### src/rtl/interrupt_injector.sv
// Queues interrupt instruction words from the input controller and injects them into the fetch
// stream one at a time. Each injection holds the PC for one cycle, and no new injection starts
// until the running handler signals completion.
module interrupt_injector #(
  parameter int DEPTH  = 4,
  parameter int PTR_W  = 2,
  parameter int DROP_W = 8
) (
  input  logic              proc_clk,
  input  logic              reset_n,
  input  logic [31:0]       intr_instruction_in,
  input  logic              fetch_stall,
  input  logic              branch_pending,
  input  logic              handler_done,
  output logic              inject_valid,
  output logic [31:0]       inject_instruction,
  output logic              pc_hold,
  output logic              in_handler,
  output logic [PTR_W:0]    pending_count,
  output logic              overflow,
  output logic [DROP_W-1:0] drop_count
);

  typedef enum logic [1:0] {IDLE, ISSUE, IN_HANDLER} state_e;

  state_e              state_q, state_d;
  logic [31:0]         mem_q [DEPTH];
  logic [31:0]         mem_d [DEPTH];
  logic [PTR_W-1:0]    wr_ptr_q, wr_ptr_d, rd_ptr_q, rd_ptr_d;
  logic [PTR_W:0]      count_q, count_d;
  logic                inject_valid_q, inject_valid_d;
  logic [31:0]         inject_instr_q, inject_instr_d;
  logic                in_handler_q, in_handler_d;
  logic                overflow_q, overflow_d;
  logic [DROP_W-1:0]   drop_count_q, drop_count_d;
  logic                push, pop, push_ok;

  function automatic logic [DROP_W-1:0] sat_inc(input logic [DROP_W-1:0] v);
    return (&v) ? v : v + DROP_W'(1);
  endfunction

  // Pop decisions use the pre-edge count, so a word pushed this cycle cannot be popped until the next.
  always_comb begin
    push    = |intr_instruction_in;
    pop     = (state_q == IDLE) && (count_q != '0) && !fetch_stall && !branch_pending;
    push_ok = push && ((count_q < (PTR_W+1)'(DEPTH)) || pop);

    state_d        = state_q;
    mem_d          = mem_q;
    wr_ptr_d       = wr_ptr_q;
    rd_ptr_d       = rd_ptr_q;
    count_d        = count_q;
    inject_valid_d = inject_valid_q;
    inject_instr_d = inject_instr_q;
    in_handler_d   = in_handler_q;
    overflow_d     = overflow_q;
    drop_count_d   = drop_count_q;

    if (push_ok) begin
      mem_d[wr_ptr_q] = intr_instruction_in;
      wr_ptr_d        = wr_ptr_q + PTR_W'(1);
    end else if (push) begin
      overflow_d   = 1'b1;
      drop_count_d = sat_inc(drop_count_q);
    end

    case ({push_ok, pop})
      2'b10:   count_d = count_q + (PTR_W+1)'(1);
      2'b01:   count_d = count_q - (PTR_W+1)'(1);
      default: count_d = count_q;
    endcase

    case (state_q)
      IDLE: begin
        if (pop) begin
          state_d        = ISSUE;
          inject_valid_d = 1'b1;
          inject_instr_d = mem_q[rd_ptr_q];
          in_handler_d   = 1'b1;
          rd_ptr_d       = rd_ptr_q + PTR_W'(1);
        end
      end
      ISSUE: begin
        state_d        = IN_HANDLER;
        inject_valid_d = 1'b0;
        inject_instr_d = '0;
      end
      IN_HANDLER: begin
        if (handler_done) begin
          state_d      = IDLE;
          in_handler_d = 1'b0;
        end
      end
      default: state_d = IDLE;
    endcase
  end

  always_ff @(posedge proc_clk or negedge reset_n) begin
    if (!reset_n) begin
      state_q        <= IDLE;
      wr_ptr_q       <= '0;
      rd_ptr_q       <= '0;
      count_q        <= '0;
      inject_valid_q <= 1'b0;
      inject_instr_q <= '0;
      in_handler_q   <= 1'b0;
      overflow_q     <= 1'b0;
      drop_count_q   <= '0;
    end else begin
      state_q        <= state_d;
      wr_ptr_q       <= wr_ptr_d;
      rd_ptr_q       <= rd_ptr_d;
      count_q        <= count_d;
      inject_valid_q <= inject_valid_d;
      inject_instr_q <= inject_instr_d;
      in_handler_q   <= in_handler_d;
      overflow_q     <= overflow_d;
      drop_count_q   <= drop_count_d;
    end
  end

  // Storage is not reset; occupancy is tracked by the pointers and count alone.
  always_ff @(posedge proc_clk) begin
    mem_q <= mem_d;
  end

  assign inject_valid       = inject_valid_q;
  assign pc_hold            = inject_valid_q;
  assign inject_instruction = inject_instr_q;
  assign in_handler         = in_handler_q;
  assign pending_count      = count_q;
  assign overflow           = overflow_q;
  assign drop_count         = drop_count_q;

endmodule

### config.mk
export PLATFORM = sky130hd
export DESIGN_NAME = interrupt_injector
export DESIGN_NICKNAME = d
export VERILOG_FILES = /design/src/rtl/interrupt_injector.sv
export SDC_FILE = /design/constraint.sdc
export NUM_CORES = 1
export LEC_CHECK = 0
export ABC_AREA = 1
export BUFFER_PORTS_ARGS = -buffer_cell sky130_fd_sc_hd__buf_4
export CAP_MARGIN = 5
export CORE_ASPECT_RATIO = 1.5
export CORE_MARGIN = 2
export CORE_UTILIZATION = 52
export CTS_CLUSTER_SIZE = 25
export DETAILED_ROUTE_END_ITERATION = 8
export GPL_TIMING_DRIVEN = 1
export HOLD_SLACK_MARGIN = 0.02
export PLACE_DENSITY = 0.69
export SLEW_MARGIN = 10
export SYNTH_ARGS = -nofsm -noshare
export SYNTH_HDL_FRONTEND = slang
export SYNTH_SLANG_ARGS = --single-unit
### constraint.sdc
create_clock -name proc_clk -period 3 [get_ports proc_clk]
set_clock_uncertainty 0.05 [all_clocks]
set_input_delay 0.45 -clock proc_clk [delete_from_list [all_inputs] [get_ports proc_clk]]
set_output_delay 0.45 -clock proc_clk [all_outputs]
set_load 0.1 [all_outputs]
# Word-level counts from Yosys, hierarchy flattened
# Cells that the tools add are included.
# totals
register_bits,180
latchBits,0
mem_bits_rw,0
rom_bits,0
inputBits,37
out_inout_bits,47
word_cells,69
memories,0
# op_classes
n_addsub,5
n_mul,0
div_mod_pow,0
n_lt_le_gt_ge,4
eq_ne,6
shift,0
n_mux,16
n_bitwise,4
n_reduce_logical,21
# ops
cell,n
128-bit bitwise mux,1
32-bit 2-to-1 mux,4
32-bit binary-select mux with 2-bit select,1
32-bit demux with 2-bit select,1
32-bit one-hot mux with 2 select lines,1
32-bit OR reduction,1
8-bit by 1-bit adder with 8-bit output (second input constant),1
2-bit AND reduction,4
8-bit AND reduction,1
3-bit >= comparator (second input constant),2
2-bit NOT with 3-bit output,2
2-bit one-hot mux with 3 select lines,1
3-bit one-hot mux with 2 select lines,1
3-bit AND reduction,2
2-bit nonzero test,3
1-bit logical AND,5
2-bit by 1-bit adder with 2-bit output (second input constant),2
2-bit by 1-bit == test with 1-bit output (second input constant),2
2-bit == test (second input constant),2
2-bit 2-to-1 mux,2
2-bit != test (second input constant),2
1-bit one-hot mux with 2 select lines,2
3-bit by 1-bit adder with 3-bit output (second input constant),1
3-bit by 1-bit < comparator with 1-bit output (second input constant),1
other kinds (8),11

# Longest topological paths before layout
# Gate-level depths: netlist of run 1.
# logic_depth
word_depth,8
ltp_mapped,13
depth_no_buf,13

# Least setup slack after synthesis of run 1
# OpenSTA, ideal clock, no wires.
# synth_path
path_kind,register -> register
startpoint,reg count_q[2] (netlist: pending_count[2])
endpoint,"reg mem_q[0] in the netlist's numbering, enable pin"
setup_ps,421
t_arrival_ps,2611
setup_slack_ps,-82
path_stages_with_launch,6
path_buffers,0
cell_sequence,dfrtp_1 -> inv_1 -> a31oi_1 -> inv_1 -> nand2_2 -> nor2_1
# synth_via
elab_chain_cells,6
word_cells_on_any_way,7
cone_classes,1 x order compare; 6 x reduce/logical
# synth_rtl
element,line,source
from (decl),30,"logic [PTR_W:0] count_q, count_d;"
from (signal assigned),113,count_q <= count_d;
branches (longest 4 deep; another with 3-bit < comparator),-,
1-bit logical OR *,46,push_ok = push && ((count_q < (PTR_W+1)'(DEPTH)) || pop);
1-bit logical AND *,46,
to (signal assigned),124,mem_q <= mem_d;
to (decl),27,logic [31:0] mem_q [DEPTH];
# Every way passes the cells marked *.
# A chain may end at the register's enable or synchronous reset.

# Final worst setup path of run 1
# layout_path
startpoint,reg state_q[1]
endpoint,reg count_q[2] (netlist: pending_count[2])
# layout_via
elab_chain_cells,8
word_cells_on_any_way,10
cone_classes,2 x eq/ne; 1 x mux; 7 x reduce/logical
# layout_rtl
element,line,source
from (decl),26,"state_e state_q, state_d;"
from (signal assigned),110,state_q <= state_d;
2-bit logical NOT *,45,pop = (state_q == IDLE) && (count_q != '0) && !fetch_stall && !branch_pending;
1-bit logical AND * (3 in series),45,
1-bit logical OR,46,
1-bit logical AND,46,
2-bit by 1-bit == test with 1-bit output or 2-bit == test (tied branches),67,"case ({push_ok, pop})"
3-bit one-hot mux with 2 select lines or 2-bit nonzero test (tied branches),-,
# Mark *: on every way between the ends. The rest lies on a longest branch, timed or not.

==> results of run 1 <==
==> registers in the layout, indices dropped and copies added, names as in the netlist, 2 cells and up <==
| register | flops |
|---|---|
| inject_instruction | 32 |
| drop_count | 8 |
| mem_q | 128 |
| pending_count | 3 |
| wr_ptr_q | 2 |
| state_q | 2 |
| rd_ptr_q | 2 |
==> cell usage after synthesis <==
| library cell | n | share of area [%] |
|---|---|---|
| inv_1 | 66 | 3.3 |
| inv_2 | 2 | 0.10 |
| a21o_1 | 1 | 0.10 |
| nand3_1 | 24 | 1.6 |
| xor2_1 | 5 | 0.58 |
| buf_6 | 11 | 1.6 |
| nand3_2 | 14 | 1.9 |
| dfrtp_1 | 52 | 17 |
| nand3b_1 | 2 | 0.20 |
| a21oi_1 | 33 | 2.2 |
| buf_4 | 4 | 0.40 |
| ha_1 | 6 | 1.0 |
| and2_1 | 2 | 0.17 |
| o21ai_0 | 35 | 2.3 |
| buf_2 | 14 | 0.93 |
| edfxtp_1 | 128 | 51 |
| nand2_1 | 173 | 8.6 |
| nand3_4 | 2 | 0.46 |
| nand4_4 | 1 | 0.28 |
| nor2_1 | 20 | 1.0 |
| xnor2_1 | 2 | 0.23 |
| or2_1 | 1 | 0.083 |
| buf_1 | 1 | 0.050 |
| nor2_2 | 1 | 0.083 |
| nand4_1 | 9 | 0.75 |
| fa_1 | 1 | 0.27 |
| a31oi_1 | 33 | 2.7 |
| nand2_2 | 2 | 0.17 |
| nor2_4 | 3 | 0.45 |
| clkbuf_1 | 5 | 0.25 |
==> layer usage <==
| metal | GRT usage, % | up-vias |
|---|---|---|
| met3 | 4.08 | 27 |
| met5 | 0 | - |
| met2 | 35.6 | 129 |
| met4 | 8.60 | 0 |
| li1 | - | 2379 |
| met1 | 25.9 | 2388 |
==> cell families (layout without fill, tap and decap cells) <==
family | count (synthesis) | in the layout | share of synthesized area (%)
AND/OR/NAND/NOR | 254 | 254 | 15.7
flip-flops | 180 | 180 | 68.2
buffers and inverters | 103 | 198 | 6.65
AO/OA/AOI/OAI | 102 | 102 | 7.35
adder cells (fa/ha/maj) | 7 | 7 | 1.26
XOR/XNOR | 7 | 7 | 0.813
==> metrics by stage <==
step / cell area (µm²) / power, mW / setup TNS (ns)
floorplan: 7540 / 7.24 / -10.47
global route: 8880 / 10.9 / 0
finish: 8880 / 10.3 / 0
detailed placement: 8300 / 8.31 / 0
CTS: 8880 / 10.4 / 0
global placement: 8300 / 8.17 / 0
==> layout make-up <==
class                           count  area share [%]
Multi-Input combinational cell    370            21.7
Inverter                           68            2.88
Clock buffer                       19            5.10
Sequential cell                   180            58.0
Clock inverter                     13            1.37
Timing Repair Buffer               98            8.29
Tap cell                          192            2.71
==> report_power, final <==
part | switching [mW] | internal [mW]
Combinational | 3.36 | 0.974
Clock | 0.927 | 1.20
Sequential | 0.371 | 3.51
Total | 4.66 | 5.68
==> placed cells by master (no fill, tap or decap), types with 2 or more instances in the layout <==
master      netlist  layout
clkbuf_8          0       2
inv_2             2       2
nor2_4            3       7
inv_1            66      66
clkinv_2          0       3
ha_1              6       6
a31oi_1          33      33
clkinv_4          0       2
buf_4             4      98
nand3_1          24      24
dfrtp_1          52      50
o21ai_0          35      35
a21oi_1          33      33
nand3_4           2       2
clkinvlp_4        0       2
nand3_2          14      14
nand3b_1          2       2
nand2_2           2       2
clkbuf_16         0      17
nor2_1           20      16
inv_6             0       5
xnor2_1           2       2
edfxtp_1        128     128
xor2_1            5       5
dfrtp_2           0       2
nand2_1         173     173
and2_1            2       2
nand4_1           9       9
==> worst max path at each step <==
stage,from,slack [ns],cells past startpoint,to
global placement,intr_instruction_in[18],0.46,14,pending_count[2]
global route,intr_instruction_in[18],0.67,14,pending_count[2]
CTS,intr_instruction_in[12],0.86,14,pending_count[2]
floorplan,pending_count[2],-0.08,5,mem_q[0]
detailed placement,intr_instruction_in[18],0.44,14,pending_count[2]
finish,state_q[1],0.87,10,pending_count[2]
==> results.md, run 1 <==
* Status: completed
* Peak VDD IR at 0.648 mV
* Grt total ovfl at 0
* Worst Setup Start Kind: flop
* Met3 WL post-DR at 711 µm
* Port Buffers at 83
* Least-Margin Pin Slew at 0.889 ns
* R2R Setup Slk at 0.87 ns
* Share of cells above drive strength 1 at 21.5%
* Clock Sinks at 180
* Seq/Total Area, Yosys at 68.2%
* Post-Route M1 WL at 5990 µm
* Max-slew headroom at 40.7%
* Clock Tree Buf Depth at 2
* Mean Syn Cell Area at 11.5 µm²
* Die W at 102 µm
* Row cnt at 53
* Synthesis Warnings at 0
* FF-to-FF Start: state_q[1]
* Layout Area Growth over Synthesis at 17.7%
* Post-CTS Setup Bufs at 0
* Worst path buffer plus inverter count at 2
* Vias in the first global route at 4822
* Hold Fails Final Rpt at 0
* Max Slew Vio Count at 0
* Layout Cells excl Fill at 940
* Leakage at 3.81 nW
* Uppermost layer routed: met4
* Worst slack at placement at 0.442 ns
* Routed wire length on met2 at 7850 µm
* CTS Buf Count at 17
* Max_cap viols at 0
* Routed WL per cell at 15.8 µm
* 1st-pass router iterations at 4
* CP max FO at 4
* Placeable Area at 14100 µm²
* DRC viols at 0
* Via Count at 4923
* GP Congestion at 0.786
* Diode count at 0
* Final worst path period need at 2.13 ns
* Cell family with most CP delay: adder cells
* Crit end category: flop
* Required @ worst endpoint at 3.25 ns
* Crit share post-route at 71.1%
* RSZ-0062 raised after global routing: no
* Max H-tree Level at 4
* Worst hold path type: input port to async pin
* CTS tree: built
* Synth Instances at 653
* Dpl hpwl at 9140 µm
* WHS at 0.0373 ns
* Final Core Density at 62.8%
* Reg2reg end: pending_count[2]
* Yosys reg bits at 180
* Distinct cell type count of the synthesized netlist at 30
* Post-CTS resize count at 0
* Post-layout worst setup margin at 0.868 ns
* Antenna Nets Post-Route at 0
* Starting density of the core at 53.4%
* CP cell instances: nor2_4 -> a31oi_1 -> inv_1 -> nand2_2 -> ha_1 -> inv_1 -> fa_1 -> a21oi_1 -> o21ai_0 -> xor2_1
* Pin count of the biggest net entering global routing at 98
* Crit-path slowest cell: dfrtp_1
* Vias per cell at 5.24
* Post-CTS Hold Fix Bufs at 0
* Netlist Area Pre-Place at 7540 µm²
* Setup CP Type: flop to flop
* Setup violations, final at 0
* Gr usage total at 20.8%
* Nets at 779
* Io pins at 84
* Placed Cells at 908
* Multi-input logic area at 1920 µm²
* CTS clk-pin slew, worst paths at 0.07 ns
* Crit path DAT at 2.38 ns
* Fmax at 469 MHz
* First-pass GRT wire length at 24300 µm
* Sequential cell area at 5150 µm²
* Max incr delay on CP at 0.42 ns
* Fillers at 1110
* Pwr per Cell Area at 1170 nW/µm²
* CTS root buffer: clkbuf_16
* Crit-path most repeated cell: inv_1
* Die Span Y at 151 µm
* Initial antenna violation count at 0
* Worst R2R Path Depth at 10
* Worst-Skew Late Latency at 0.42 ns
* Synth Net Count at 697
* Final wirelength at 14900 µm
* Die area at 15500 µm²
* Drt first-iter violations at 253
No activity file was read; power rests on OpenSTA's default activity.
==> inputs of run 2 (changes only) <==
- clock period: 3 -> 2 ns (I/O delays scaled with it)
==> results.md, run 2 (synthesis results as in run 1) <==
* Drt first-iter violations at 218 (-14%)
* Nets at 814 (+4.5%)
* Post-route cell area at 9310 µm² (+4.8%)
* Placed instance area at 8630 µm² (+3.9%)
* Crit end category: flop
* Leakage at 4.00 nW (+5.0%)
* Clock Tree Buf Depth at 2 (unchanged)
* CP max FO at 32 (+28)
* Setup violations, final at 128 (+128)
* Most Crowded Layer GR: met2
* Vias in the first global route at 5080 (+5.4%)
* Worst hold path type: input port to flop
* Share of cells above drive strength 1 at 26.4% (+4.9 points)
* Clock Sinks at 180 (unchanged)
* GP Congestion at 0.802 (+2.0%)
* First-pass GRT wire length at 24900 µm (+2.6%)
* Met1 usage at 25.3% (-0.58 points)
* Port Buffers at 83 (unchanged)
* 1st-pass router iterations at 4 (unchanged)
* Setup CP Type: flop to flop
* Most flops, register: mem_q
* Final wirelength at 15300 µm (+2.7%)
* Gr usage total at 21.4% (+0.52 points)
* Max-slew headroom at 27.3% (-13 points)
* Failing checks: setup timing
* CTS clk-pin slew, worst paths at 0.07 ns (about the same)
* Die Span Y at 151 µm (unchanged)
* Antenna Nets Post-Route at 0 (unchanged)
* Pin count of the biggest net entering global routing at 69 (-30%)
* Post-layout worst setup margin at -0.167 ns (-1.04 ns)
* Met2 track demand over resource at 38.1% (+2.5 points)
* Worst Setup Start Kind: flop
* Status: complete, but fails checks
* Placeable Area at 14100 µm² (unchanged)
* CTS tree: built
* Max_cap viols at 0 (unchanged)
* Via Count at 5012 (+1.8%)
* Routed WL per cell at 15.7 µm (-0.95%)
* Most common cell after layout, fill and taps aside: nand2_1
* DRC viols at 0 (unchanged)
* Setup TNS at -18.17 ns (-18.17 ns)
* Initial antenna violation count at 0 (unchanged)
* Row cnt at 53 (unchanged)
* Required @ worst endpoint at 1.99 ns (-1.26 ns)
* Worst slack at placement at -0.322 ns (-0.764 ns)
* Diode count at 0 (unchanged)
* Io pins at 84 (unchanged)
* RSZ-0062 raised after global routing: yes
* Max reg flops at 128 (unchanged)
* Crit share post-route at 108% (+37 points)
* Max Slew Vio Count at 0 (unchanged)
* Final worst path period need at 2.17 ns (+0.0354 ns)
* Grt total ovfl at 0 (unchanged)
* Most frequent cells in the layout: 173 x nand2_1, 128 x edfxtp_1, 126 x buf_4
* Crit path DAT at 2.15 ns (-0.23 ns)
* Fillers at 1053 (-5.1%)
* Final Core Density at 65.9% (+3.0 points)
* Met3 usage at 4.95% (+0.87 points)
* Die W at 102 µm (unchanged)
* Pwr per Cell Area at 1720 nW/µm² (+48%)
* Fmax at 461 MHz (-1.6%)
* Max H-tree Level at 4 (unchanged)
* Vias per cell at 5.14 (-1.8%)
* Least-Margin Pin Slew at 1.09 ns (+0.198 ns)
* R2R Setup Slk at -0.17 ns (-1.04 ns)
* Peak VDD IR at 0.811 mV (+25%)
* Layout Area Growth over Synthesis at 23.4%
* CTS root buffer: clkbuf_16
* CTS Buf Count at 17 (unchanged)
* Die area at 15500 µm² (unchanged)
* Worst-Skew Late Latency at 0.42 ns (about the same)
* Starting density of the core at 53.4% (unchanged)
* Dpl hpwl at 9500 µm (+3.9%)
* Hold Fails Final Rpt at 0 (unchanged)
-- run 2: cell count changes in the layout (fill, tap and decap cells not counted), sizes merged --
cell         change
buf             +32
clkinv           -1
dlygate4sd3      +3
inv              -1
bufinv           +2
-- run 2: critical path, cell delays in order (launching register included) --
cell and delay (ns):
dfrtp_1 0.42, nor2_4 0.15, a31oi_4 0.11, inv_2 0.12
nand2_8 0.09, nor2_4 0.83
-- run 2: what timing repair did --
action / 4_1_cts / 5_1_grt
endpoints found under the setup margin: 128 / 129
pin swaps: 1 / 3
hold buffers: 1 / 2
buffers inserted: 0 / 3
gates resized for setup: 2 / 1
hold endpoints to repair: 26 / 8
-- run 2: stage by stage --
| stage | hold WS [ns] | power (mW) | instances |
|---|---|---|---|
| floorplan | -0.0456 | 11.0 | 653 |
| global route | 0.0223 | 16.9 | 975 |
| finish | 0.0338 | 16.0 | 975 |
| detailed placement | 0.219 | 12.7 | 937 |
| CTS | 0.0226 | 16.1 | 970 |
| global placement | 0.207 | 12.4 | 937 |
-- run 2: final timing paths --
kind	to	from	cells after the start
setup / recovery	mem_q[30]	state_q[0]	5
hold / removal	mem_q[48]	intr_instruction_in[16]	1
setup reg to reg	mem_q[30]	state_q[0]	5
hold reg to reg	overflow	overflow	1
max in group asynchronous	drop_count[1]	reset_n	3
min in group asynchronous	inject_valid	reset_n	2
-- run 2: final cells by class --
type / count / area [µm²] / area share (%)
clock buffers: 19 / 443 / 4.76
inverters: 68 / 265 / 2.85
multi-input cells: 370 / 1970 / 21.2
flip-flops and latches: 180 / 5160 / 55.5
clock inverters: 13 / 170 / 1.83
well taps: 192 / 240 / 2.58
repair buffers: 133 / 1060 / 11.3
-- run 2: layer usage --
metal | routed length [µm] | part of all wire, %
met4 | 190 | 1.2
met1 | 6070 | 40
met3 | 635 | 4.2
met2 | 8370 | 55
met5 | 0 | 0
-- run 2: power breakdown --
| part | leakage, nW | switching (mW) | internal (mW) | total, mW |
|---|---|---|---|---|
| Combinational | 1.87 | 5.13 | 1.63 | 6.76 |
| Clock | 0.296 | 1.41 | 2.02 | 3.43 |
| Sequential | 1.83 | 0.547 | 5.31 | 5.86 |
